File: config.mk
export PLATFORM = sky130hd
export DESIGN_NAME = data_bus_xbar
export DESIGN_NICKNAME = d
export VERILOG_FILES = /design/src/rtl/data_bus_xbar.sv
export SDC_FILE = /design/constraint.sdc
export NUM_CORES = 1
export LEC_CHECK = 0
export BUFFER_PORTS_ARGS = -buffer_cell sky130_fd_sc_hd__buf_2
export CORE_AREA = 2 2 137 139
export CTS_CLUSTER_DIAMETER = 80
export DETAILED_ROUTE_END_ITERATION = 6
export DIE_AREA = 0 0 139 141
export GPL_ROUTABILITY_DRIVEN = 0
export GPL_TIMING_DRIVEN = 0
export PLACE_DENSITY = 0.66
export SKIP_LAST_GASP = 1
export SLEW_MARGIN = 40
export SYNTH_ARGS = -nofsm -noshare
export SYNTH_HDL_FRONTEND = slang
export SYNTH_SLANG_ARGS = --single-unit
File: constraint.sdc
create_clock -name clk_i -period 2.65 [get_ports clk_i]
set_input_delay 0.265 -clock clk_i [delete_from_list [all_inputs] [get_ports clk_i]]
set_output_delay 0.265 -clock clk_i [all_outputs]
set_load 0.02 [all_outputs]
File: src/rtl/data_bus_xbar.sv
`default_nettype none
// ============================================================================
// data_bus_xbar : core data port to N base/mask-decoded slaves, single outstanding
// Revision      : 1.0
// ============================================================================
module data_bus_xbar #(
  parameter int N_SLAVES = 4,
  parameter int DATA_W   = 32,
  parameter int ADDR_W   = 32,
  parameter logic [N_SLAVES*ADDR_W-1:0] SLV_BASE =
    {32'h8000_2000, 32'h8000_1000, 32'h8000_0000, 32'h0000_0000},
  parameter logic [N_SLAVES*ADDR_W-1:0] SLV_MASK =
    {32'hFFFF_F000, 32'hFFFF_F000, 32'hFFFF_F000, 32'hFFFF_FF00},
  parameter int TIMEOUT  = 16
) (
  input  logic                       clk_i,
  input  logic                       rst_n_i,
  input  logic                       m_req_i,
  input  logic                       m_we_i,
  input  logic [DATA_W/8-1:0]        m_be_i,
  input  logic [ADDR_W-1:0]          m_addr_i,
  input  logic [DATA_W-1:0]          m_wdata_i,
  output logic                       m_gnt_o,
  output logic                       m_rvalid_o,
  output logic [DATA_W-1:0]          m_rdata_o,
  output logic                       m_err_o,
  output logic [N_SLAVES-1:0]        s_req_o,
  output logic                       s_we_o,
  output logic [DATA_W/8-1:0]        s_be_o,
  output logic [ADDR_W-1:0]          s_addr_o,
  output logic [DATA_W-1:0]          s_wdata_o,
  input  logic [N_SLAVES-1:0]        s_gnt_i,
  input  logic [N_SLAVES-1:0]        s_rvalid_i,
  input  logic [N_SLAVES*DATA_W-1:0] s_rdata_i,
  output logic [ADDR_W-1:0]          err_addr_o,
  output logic [7:0]                 err_cnt_o
);

  localparam int SEL_W = (N_SLAVES > 1) ? $clog2(N_SLAVES) : 1;
  localparam int TMR_W = $clog2(TIMEOUT);
  localparam logic [TMR_W-1:0] c_tmr_last = TMR_W'(TIMEOUT - 1);

  typedef enum logic [1:0] {
    S_IDLE = 2'd0,
    S_RESP = 2'd1,
    S_ERR  = 2'd2
  } state_t;

  state_t              r_state, w_state_nxt;
  logic [SEL_W-1:0]    r_sel;
  logic [TMR_W-1:0]    r_timer;
  logic [ADDR_W-1:0]   r_addr;
  logic [ADDR_W-1:0]   r_err_addr;
  logic [7:0]          r_err_cnt;

  logic                w_hit;
  logic [SEL_W-1:0]    w_idx;
  logic                w_accept;
  logic                w_unmapped;
  logic                w_timeout;
  logic                w_sel_rvalid;
  logic [DATA_W-1:0]   w_rdata_arr [N_SLAVES];

  for (genvar k = 0; k < N_SLAVES; k++) begin : g_rdata_slice
    assign w_rdata_arr[k] = s_rdata_i[k*DATA_W +: DATA_W];
  end

  // Descending scan so the lowest matching window overrides higher ones.
  always_comb begin
    w_hit = 1'b0;
    w_idx = '0;
    for (int k = N_SLAVES - 1; k >= 0; k--) begin
      if ((m_addr_i & SLV_MASK[k*ADDR_W +: ADDR_W]) == SLV_BASE[k*ADDR_W +: ADDR_W]) begin
        w_hit = 1'b1;
        w_idx = SEL_W'(k);
      end
    end
  end

  assign w_sel_rvalid = s_rvalid_i[r_sel];

  assign s_we_o    = rst_n_i ? m_we_i    : 1'b0;
  assign s_be_o    = rst_n_i ? m_be_i    : '0;
  assign s_addr_o  = rst_n_i ? m_addr_i  : '0;
  assign s_wdata_o = rst_n_i ? m_wdata_i : '0;
  assign err_addr_o = r_err_addr;
  assign err_cnt_o  = r_err_cnt;

  always_comb begin
    w_state_nxt = r_state;
    s_req_o     = '0;
    m_gnt_o     = 1'b0;
    m_rvalid_o  = 1'b0;
    m_err_o     = 1'b0;
    m_rdata_o   = '0;
    w_accept    = 1'b0;
    w_unmapped  = 1'b0;
    w_timeout   = 1'b0;
    if (rst_n_i) begin
      case (r_state)
        S_IDLE: begin
          if (w_hit) begin
            s_req_o[w_idx] = m_req_i;
            m_gnt_o        = s_gnt_i[w_idx];
            if (m_req_i && s_gnt_i[w_idx]) begin
              w_accept    = 1'b1;
              w_state_nxt = S_RESP;
            end
          end else begin
            m_gnt_o = m_req_i;
            if (m_req_i) begin
              w_unmapped  = 1'b1;
              w_state_nxt = S_ERR;
            end
          end
        end
        S_RESP: begin
          if (w_sel_rvalid) begin
            m_rvalid_o  = 1'b1;
            m_rdata_o   = w_rdata_arr[r_sel];
            w_state_nxt = S_IDLE;
          end else if (r_timer == c_tmr_last) begin
            m_rvalid_o  = 1'b1;
            m_err_o     = 1'b1;
            w_timeout   = 1'b1;
            w_state_nxt = S_IDLE;
          end
        end
        S_ERR: begin
          m_rvalid_o  = 1'b1;
          m_err_o     = 1'b1;
          w_state_nxt = S_IDLE;
        end
        default: w_state_nxt = S_IDLE;
      endcase
    end
  end

  always_ff @(posedge clk_i or negedge rst_n_i) begin
    if (!rst_n_i) begin
      r_state    <= S_IDLE;
      r_sel      <= '0;
      r_timer    <= '0;
      r_addr     <= '0;
      r_err_addr <= '0;
      r_err_cnt  <= '0;
    end else begin
      r_state <= w_state_nxt;
      if (w_accept) begin
        r_sel   <= w_idx;
        r_timer <= '0;
        r_addr  <= m_addr_i;
      end else if (r_state == S_RESP && !w_sel_rvalid && !w_timeout) begin
        r_timer <= r_timer + TMR_W'(1);
      end
      if (w_unmapped)
        r_err_addr <= m_addr_i;
      else if (w_timeout)
        r_err_addr <= r_addr;
      if ((w_timeout || r_state == S_ERR) && r_err_cnt != 8'hFF)
        r_err_cnt <= r_err_cnt + 8'd1;
    end
  end

endmodule
`default_nettype wire

==> impl_metrics.env, run 1 <==
export IMPL_status="completed"
export IMPL_grt_pass1_wl_um=29980
export IMPL_cts_root_buf="clkbuf_16"
export IMPL_clkTransAtPathRegs_ns=0.06
export IMPL_rr_endpoint="err_addr_o[18]"
export IMPL_grt_overflow_total=0
export IMPL_powerDensity_nw_per_um2=630.0
export IMPL_ys_types=42
export IMPL_viasPerCell=4.714
export IMPL_synth_xor_area_share=0.01718
export IMPL_yosys_warnings=0
export IMPL_yosysSeqAreaShare=0.3927
export IMPL_cts_buffers=9
export IMPL_reg2reg_setup_slack_ns=0.39
export IMPL_fin_nets=1060
export IMPL_numClockSinks=80
export IMPL_fin_area_sq_um=7571
export IMPL_grt_antenna_before_repair=3
export IMPL_cp_data_arrival_time_ns=2.25
export IMPL_grt_max_degree=51
export IMPL_p_leak_nw=3.769
export IMPL_ys_ff_latch=80
export IMPL_grt_usage=0.1981
export IMPL_fmax_ghz=0.3977
export IMPL_antenna_left=0
export IMPL_syn_area_sq_um=5097
export IMPL_yosysMostFrequentCell="and2_1"
export IMPL_yosys_area_share_simple=0.2175
export IMPL_drc_errors=0
export IMPL_worstReg2RegStart="r_state[1]"
export IMPL_synth_compound_area_frac=0.06284
export IMPL_setup_viol=0
export IMPL_nFillCells=1822
export IMPL_port_buffers=354
export IMPL_synthCells=478
export IMPL_fp_dieArea_sq_um=19600
export IMPL_post_route_util=0.4145
export IMPL_drt_pass1_iter_count=4
export IMPL_syn_nets=691
export IMPL_hpwl_um=16640
export IMPL_post_cts_buffers=0
export IMPL_min_path_type="in2async"
export IMPL_initialDrtViolationCount=107
export IMPL_crit_fanout=10
export IMPL_core_sq_um=18270
export IMPL_hold_violations=0
export IMPL_initial_utilization=0.2790
export IMPL_syn_area_per_cell_sq_um=10.66
export IMPL_worstMarginPinSlew_ns=0.6182
export IMPL_synth_top_area_cell="dfrtp_1"
export IMPL_fin_cells=1089
export IMPL_cts_htree_levels=3
export IMPL_startpoint_type="register"
export IMPL_synth_edf_count=0
export IMPL_ir_drop_mv=0.3691
export IMPL_cts_tree="done"
export IMPL_grt_pass1_vias=5173
export IMPL_synth_fa_ha_area_frac=0.01227
export IMPL_synth_mux_area_frac=0.2545
export IMPL_rr_worst_depth=7
export IMPL_die_h_um=141
export IMPL_rsz0062_at_grt="no"
export IMPL_wl_per_cell_um=18.42
export IMPL_drv_cap=0
export IMPL_required_ns=2.38
export IMPL_post_route_period_util=0.9487
export IMPL_synth_common_cells="and2_1, dfrtp_1, nor2_1"
export IMPL_total_power_mw=4.770
export IMPL_critical_path_class="reg2out"
export IMPL_top_level_ports=356
export IMPL_dp_cells=1067
export IMPL_yosys_top_cells_area="dfrtp_1, mux4_2, and2_1"
export IMPL_slew_viol_final=0
export IMPL_clockBufferDepth=2
export IMPL_end_kind="primary output"
export IMPL_finClkSkew_ns=0.01114
export IMPL_place_area_sq_um=7196
export IMPL_multi_input_area_sq_um=2883
export IMPL_synth_top_family_by_area="multiplexers"
export IMPL_ys_flop_type="dfrtp_1"
export IMPL_area_growth_pct=48.53
export IMPL_finalCriticalPeriod_ns=2.514
export IMPL_drive_gt1_frac=0.5082
export IMPL_rows=50
export IMPL_crit_start="r_sel[1]"
export IMPL_drt_total_wl_um=20060
export IMPL_vias=5134
export IMPL_die_w_um=139
export IMPL_synth_top_area_frac=0.3927
export IMPL_async_reset_ff_frac=1.000
export IMPL_seq_area_sq_um=2002
export IMPL_clock_latency_ns=0.33
export IMPL_slew_headroom=0.5878
==> stage by stage <==
stage	hold WS [ns]	setup TNS [ns]	worst slack [ns]
final	0.02595	0	0.1358
after floorplan	-0.03059	0	0.5824
after global routing	0.04468	0	0.0005296
after global placement	0.4708	-120.27	-1.221
after CTS	0.03605	-0.09023	-0.09023
after detailed placement	0.1679	-12.86	-0.3794
==> logic make-up (layout without fill, tap and decap cells) <==
kind of cell | after synthesis | count (layout)
fa+ha+maj | 5 | 5
flops | 80 | 80
buf+inv | 43 | 417
other cells | 0 | 3
mux | 86 | 86
xor+xnor | 10 | 10
compound gates | 56 | 56
simple gates | 198 | 198
==> cells in the final DEF, fill, tap and decap left out, types with 5 or more instances in the layout <==
cell	count
nor4_1	5
clkbuf_1	15
clkbuf_2	7
mux4_2	33
ha_1	5
dfrtp_1	80
nand2_1	10
mux2i_1	34
nor2_1	46
clkbuf_16	9
xnor2_1	7
inv_1	7
mux2_1	15
buf_2	357
a21oi_1	40
and2_1	86
nand4_1	5
nor2b_1	32
==> registers in the layout, indices dropped and copies added, names as in the netlist <==
name	count
r_addr	32
r_sel	2
err_addr_o	32
r_state	2
err_cnt_o	8
r_timer	4
==> per-layer routing <==
metal  vias up  track usage  part of all wire
li1       2414            -                 -
met1      2477       0.2607              0.42
met2       221       0.3363              0.49
met3        22      0.03974             0.066
met4         0      0.04944             0.020
met5         -            0                 0
==> critical path, stage by stage, from the launching register on <==
cell and delay (ns):
dfrtp_1 0.32, clkbuf_1 0.29, mux4_2 0.35, nand3_1 0.26, clkbuf_2 0.29, nor2b_1 0.21, buf_2 0.20
==> layout make-up <==
type | instances | area share
Antenna cell | 3 | 0.0009916
Buffer | 35 | 0.02611
Clock buffer | 9 | 0.02975
Clock inverter | 7 | 0.007106
Inverter | 7 | 0.003471
Multi-Input combinational cell | 355 | 0.3808
Sequential cell | 80 | 0.2644
Tap cell | 234 | 0.03867
Timing Repair Buffer | 359 | 0.2487
==> where the power goes <==
part           leakage (nW)  switching [mW]  internal, mW
combinational          2.64            1.11         0.741
sequential            0.999           0.213          1.55
clock                 0.128           0.520         0.641
==> how the worst max path moves through the flow <==
stage / endpoint / slack (ns) / cells past startpoint
after floorplan: s_req_o[3] / 0.58 / 5
after global placement: m_rdata_o[12] / -1.22 / 6
after detailed placement: m_gnt_o / -0.38 / 8
after CTS: m_gnt_o / -0.09 / 8
after global routing: s_req_o[1] / 0.0005 / 7
final: m_rdata_o[12] / 0.14 / 6
==> timing repair <==
item / CTS / global route
endpoints found under the setup margin: 33 / 11
endpoints found under the hold margin: 30 / 0
hold buffers: 4 / 0
gates cloned: 0 / 0
gates resized for setup: 6 / 2
(Power assumes the default switching activity.)
==> run 2, diff against run 1 <==
--- a/config.mk
+++ b/config.mk
@@ -5,14 +5,15 @@
 export SDC_FILE = /design/constraint.sdc
 export NUM_CORES = 1
 export LEC_CHECK = 0
+export ABC_AREA = 1
 export BUFFER_PORTS_ARGS = -buffer_cell sky130_fd_sc_hd__buf_2
-export CORE_AREA = 2 2 137 139
+export CORE_AREA = 2 2 139 141
 export CTS_CLUSTER_DIAMETER = 80
 export DETAILED_ROUTE_END_ITERATION = 6
-export DIE_AREA = 0 0 139 141
+export DIE_AREA = 0 0 141 143
 export GPL_ROUTABILITY_DRIVEN = 0
 export GPL_TIMING_DRIVEN = 0
-export PLACE_DENSITY = 0.66
+export PLACE_DENSITY = 0.68
 export SKIP_LAST_GASP = 1
 export SLEW_MARGIN = 40
 export SYNTH_ARGS = -nofsm -noshare
==> run 2 against run 1 <==
Against the previous run:
- cell count up 34%
- fmax is 0.14% higher
- power about the same
- critical path type unchanged
- critical endpoint is now m_rdata_o[2]
- largest power group unchanged
- highest routed layer is now met5
==> impl_metrics.env, run 2 <==
export IMPL_grt_pass1_wl_um=34590
export IMPL_finalCriticalPeriod_ns=2.511
export IMPL_synth_top_area_frac=0.3565
export IMPL_syn_area_per_cell_sq_um=6.591
export IMPL_fin_ws_ns=0.1394
export IMPL_clockBufferDepth=2
export IMPL_wl_met2_um=11710
export IMPL_drt_pass1_iter_count=4
export IMPL_synth_top_area_cell="dfrtp_1"
export IMPL_slowest_delay_ns=0.33
export IMPL_clkTransAtPathRegs_ns=0.06
export IMPL_cts_tree="done"
export IMPL_top_layer_used="met5"
export IMPL_hold_violations=0
export IMPL_async_reset_ff_frac=1.000
export IMPL_fp_dieArea_sq_um=20160
export IMPL_ys_ff_latch=80
export IMPL_drv_cap=0
export IMPL_status="completed"
export IMPL_clock_latency_ns=0.33
export IMPL_initialDrtViolationCount=247
export IMPL_core_sq_um=18580
export IMPL_crit_chain="buf_2 > inv_2 > nand3_1 > nand4_1 > clkbuf_2 > a21oi_1 > buf_2"
export IMPL_wl_per_cell_um=15.65
export IMPL_fmax_ghz=0.3983
export IMPL_place_area_sq_um=7719
export IMPL_path_buf_inv=4
export IMPL_hpwl_um=18630
export IMPL_antenna_left=0
export IMPL_ys_types=28
export IMPL_vias=6792
export IMPL_syn_area_sq_um=5615
export IMPL_cp_data_arrival_time_ns=2.25
export IMPL_layout_commonest_cell="buf_2"
export IMPL_crit_slowest_cell="clkbuf_2"
export IMPL_die_h_um=143
export IMPL_rows=50
export IMPL_area_growth_pct=43.47
export IMPL_required_ns=2.38
export IMPL_top_level_ports=356
export IMPL_finClkSkew_ns=0.006776
export IMPL_ir_drop_mv=0.3166
export IMPL_cts_buffers=9
export IMPL_powerDensity_nw_per_um2=591.8
export IMPL_slew_headroom=0.4790
export IMPL_reg2reg_setup_slack_ns=0.55
export IMPL_synthCells=852
export IMPL_yosys_warnings=0
export IMPL_slew_viol_final=0
export IMPL_fin_setup_tns_ns=0
export IMPL_cp_common_cell="buf_2"
export IMPL_grt_antenna_before_repair=3
export IMPL_numClockSinks=80
export IMPL_rr_worst_depth=10
export IMPL_critical_path_class="reg2out"
export IMPL_grt_max_degree=58
export IMPL_cts_root_buf="clkbuf_16"
export IMPL_synth_common_cells="nor2_1, nand2_1, inv_1"
export IMPL_p_leak_nw=4.955
export IMPL_rr_endpoint="err_addr_o[10]"
export IMPL_synth_edf_count=0
export IMPL_die_w_um=141
export IMPL_drive_gt1_frac=0.3679
export IMPL_drt_total_wl_um=22860
export IMPL_setup_viol=0
export IMPL_syn_nets=1065
export IMPL_crit_fanout=10
export IMPL_viasPerCell=4.649
export IMPL_post_route_period_util=0.9474
export IMPL_fin_area_sq_um=8056
export IMPL_yosys_top_cells_area="dfrtp_1, nand3_1, nor2_1"
export IMPL_ys_flop_type="dfrtp_1"
export IMPL_layout_common_cells="buf_2, nor2_1, nand2_1"
export IMPL_grt_usage=0.2212
export IMPL_rsz0062_at_grt="no"
export IMPL_startpoint_type="register"
export IMPL_post_cts_buffers=0
export IMPL_drc_errors=0
export IMPL_initial_utilization=0.3022
export IMPL_cp_top_family="buffers and inverters"
export IMPL_cts_htree_levels=3
export IMPL_fin_nets=1434
export IMPL_port_buffers=355
export IMPL_grt_pass1_vias=6465
export IMPL_min_path_type="in2async"
export IMPL_preCtsSetupSlack_ns=-0.2110
export IMPL_met1Wirelength_um=8980
export IMPL_end_kind="primary output"
export IMPL_grt_overflow_total=0
export IMPL_worstReg2RegStart="r_sel[1]"
export IMPL_met3_length_um=1614
export IMPL_yosysSeqAreaShare=0.3565
export IMPL_worstMarginPinSlew_ns=0.7814
export IMPL_yosysMostFrequentCell="nor2_1"
[run 2: stage by stage]
| step | std cells | hold WS [ns] | util | total power, mW |
|---|---|---|---|---|
| after global placement | 1441 | 0.4493 | 0.4136 | 3.549 |
| after floorplan | 852 | -0.03059 | - | 2.760 |
| after detailed placement | 1442 | 0.1406 | 0.4154 | 3.585 |
| after global routing | 1461 | 0.03135 | 0.4336 | 5.066 |
| final | 1461 | 0.01077 | 0.4336 | 4.768 |
| after CTS | 1460 | 0.02203 | 0.4332 | 4.831 |
[run 2: cell families after synthesis]
| group | count (synthesis) | synth area share |
|---|---|---|
| buffers and inverters | 181 | 0.1312 |
| AOI/OAI and AO/OA | 132 | 0.1361 |
| xor gates and xnor gates | 9 | 0.01404 |
| and+or+nand+nor | 443 | 0.3469 |
| adders and majority gates | 5 | 0.01114 |
| DFF | 80 | 0.3565 |
| muxes | 2 | 0.004010 |
[run 2: final cells by class]
type                    count  area, sq um
repair buffers            358         1843
clock buffers              11        232.7
fillers                  1961        10520
multi-input cells         591         2882
clock inverters             5        57.56
diodes                      1        2.502
plain buffers              54        267.8
flip-flops and latches     80         2002
well taps                 234        292.8
inverters                 127        476.7
[run 2: worst max-delay path by stage]
stage | from | to | slack [ns] | cells past startpoint
3_5_place_dp | rst_n_i | m_rdata_o[2] | -0.21 | 7
6_report | r_sel[1] | m_rdata_o[2] | 0.14 | 7
2_1_floorplan | r_state[0] | s_req_o[0] | 0.74 | 7
5_1_grt | r_sel[1] | m_rdata_o[2] | 0.03 | 7
3_3_place_gp | rst_n_i | m_rdata_o[2] | -1.06 | 6
4_1_cts | r_sel[1] | m_rdata_o[2] | 0.05 | 7
[run 2: repair_timing]
action / CTS / global route
hold buffers: 2 / 0
pin swaps: 0 / 0
setup endpoints to repair: 32 / 9
hold endpoints to repair: 23 / 0
gates resized for setup: 2 / 9
[run 2: metal layers]
layer / GRT usage / up-vias
li1: - / 3420
met1: 0.2487 / 3068
met2: 0.4118 / 267
met4: 0.07158 / 2
met5: 0 / -
met3: 0.05332 / 35
[run 2: where the power goes]
part	internal (mW)	switching, mW	total (mW)
Combinational	0.661	1.16	1.82
Clock	0.730	0.488	1.22
Sequential	1.52	0.202	1.73
Total	2.92	1.85	4.77
[run 2: worst min-delay path, delay by kind of cell]
| kind | cells | cell delay (ns) |
|---|---|---|
| buffers and inverters | 3 | 0.46 |
==> run 3, diff against run 2 <==
--- a/config.mk
+++ b/config.mk
@@ -13,7 +13,6 @@
 export DIE_AREA = 0 0 141 143
 export GPL_ROUTABILITY_DRIVEN = 0
 export GPL_TIMING_DRIVEN = 0
-export PLACE_DENSITY = 0.68
 export SKIP_LAST_GASP = 1
 export SLEW_MARGIN = 40
 export SYNTH_ARGS = -nofsm -noshare
==> run 3 against run 2 <==
Against the previous run:
- die area did not move
- setup slack improved by 0.022 ns
- sequential cell count unchanged
- register-to-register slack lost 0.02 ns
- worst hold slack gained 0.014 ns
- sequential power barely moved
- combinational power is essentially flat
==> impl_metrics.env, run 3 (synthesis gave the netlist of run 2 again) <==
export IMPL_status="completed"
export IMPL_clockBufferDepth=2
export IMPL_top_level_ports=356
export IMPL_met1Wirelength_um=8618
export IMPL_required_ns=2.38
export IMPL_rows=50
export IMPL_numClockSinks=80
export IMPL_clkTransAtPathRegs_ns=0.06
export IMPL_drv_cap=0
export IMPL_drt_total_wl_um=22810
export IMPL_layout_common_cells="buf_2, nor2_1, nand2_1"
export IMPL_post_route_period_util=0.9390
export IMPL_crit_fanout=10
export IMPL_met3_length_um=1509
export IMPL_die_h_um=143
export IMPL_antenna_left=0
export IMPL_port_buffers=355
export IMPL_grt_overflow_total=0
export IMPL_setup_viol=0
export IMPL_die_w_um=141
export IMPL_worstMarginPinSlew_ns=0.6441
export IMPL_critical_path_class="reg2out"
export IMPL_hold_violations=0
export IMPL_finalCriticalPeriod_ns=2.488
export IMPL_startpoint_type="register"
export IMPL_grt_usage=0.2165
export IMPL_grt_pass1_vias=6436
export IMPL_top_layer_used="met5"
export IMPL_wl_met2_um=12180
export IMPL_wl_per_cell_um=15.55
export IMPL_fin_nets=1437
export IMPL_grt_antenna_before_repair=5
export IMPL_grt_pass1_wl_um=33810
export IMPL_fp_dieArea_sq_um=20160
export IMPL_total_power_mw=4.812
export IMPL_drt_pass1_iter_count=7
export IMPL_cts_root_buf="clkbuf_16"
export IMPL_p_leak_nw=4.974
export IMPL_layout_commonest_cell="buf_2"
export IMPL_clock_latency_ns=0.34
export IMPL_seq_area_sq_um=2002
export IMPL_cts_tree="done"
export IMPL_end_kind="primary output"
export IMPL_grt_max_degree=54
export IMPL_post_route_util=0.4374
export IMPL_finClkSkew_ns=0.01475
export IMPL_slew_headroom=0.5706
export IMPL_fmax_ghz=0.4019
export IMPL_cts_htree_levels=3
export IMPL_nFillCells=1966
export IMPL_viasPerCell=4.652
export IMPL_cp_data_arrival_time_ns=2.22
export IMPL_hpwl_um=18500
export IMPL_fin_setup_tns_ns=0
export IMPL_drc_errors=0
export IMPL_slew_viol_final=0
export IMPL_drive_gt1_frac=0.3686
export IMPL_core_sq_um=18580
export IMPL_timing_hold_ws_ns=0.02489
export IMPL_cts_buffers=9
export IMPL_powerDensity_nw_per_um2=592.1
export IMPL_ir_drop_mv=0.3043
export IMPL_vias=6825
export IMPL_rsz0062_at_grt="no"
export IMPL_multi_input_area_sq_um=2882
export IMPL_initialDrtViolationCount=308
export IMPL_area_growth_pct=44.72
export IMPL_initial_utilization=0.3022
export IMPL_min_path_type="in2async"
## run 3: what timing repair did
item | CTS | global route
buffers inserted | 0 | 1
endpoints found under the setup margin | 32 | 15
pin swaps | 0 | 1
gates resized for setup | 3 | 7
endpoints found under the hold margin | 27 | 0
hold buffers | 4 | 0
## run 3: power breakdown
group	leakage [nW]	internal, mW	total [mW]	switching, mW
clock	0.139	0.759	1.26	0.506
combinational	3.79	0.668	1.83	1.16
sequential	1.05	1.52	1.72	0.196
## run 3: metrics by stage
stage	cells	instance area [sq um]	setup WS [ns]
global route	1467	8127	0.01288
global placement	1441	7685	-1.078
detailed placement	1442	7719	-0.1648
floorplan	852	5615	0.7390
CTS	1462	8100	0.03676
finish	1467	8127	0.1615
## run 3: path summary, 6_finish.rpt
check                             start  cells past startpoint             end  slack [ns]
max                            r_sel[0]                      6    m_rdata_o[2]        0.16
min                             rst_n_i                      3      r_timer[0]        0.02
max reg2reg                    r_sel[1]                     10  err_addr_o[13]        0.53
min reg2reg                  r_addr[27]                      2      r_addr[27]        0.47
max in group asynchronous       rst_n_i                      4        r_sel[0]        1.92
min in group clk_i         m_addr_i[24]                      3  err_addr_o[24]        0.21
## run 3: routing by layer
metal  track usage  vias to the layer above
li1              -                     3434
met4       0.07526                        2
met2        0.4182                      272
met1        0.2328                     3092
met3       0.04561                       25
met5             0                        -
## run 3: critical path, stage by stage (launching register included)
cell      delay, ns
dfrtp_1        0.42
inv_2          0.09
clkbuf_1       0.31
clkbuf_1       0.40
o21ai_0        0.29
a21oi_1        0.20
buf_2          0.19
## run 3: final cells by class
class,count,share of cell area
diodes,4,0.001232
plain buffers,54,0.03295
clock buffers,12,0.03033
clock inverters,4,0.006620
inverters,127,0.05866
multi-input cells,591,0.3546
flip-flops and latches,80,0.2463
well taps,234,0.03603
repair buffers,361,0.2333
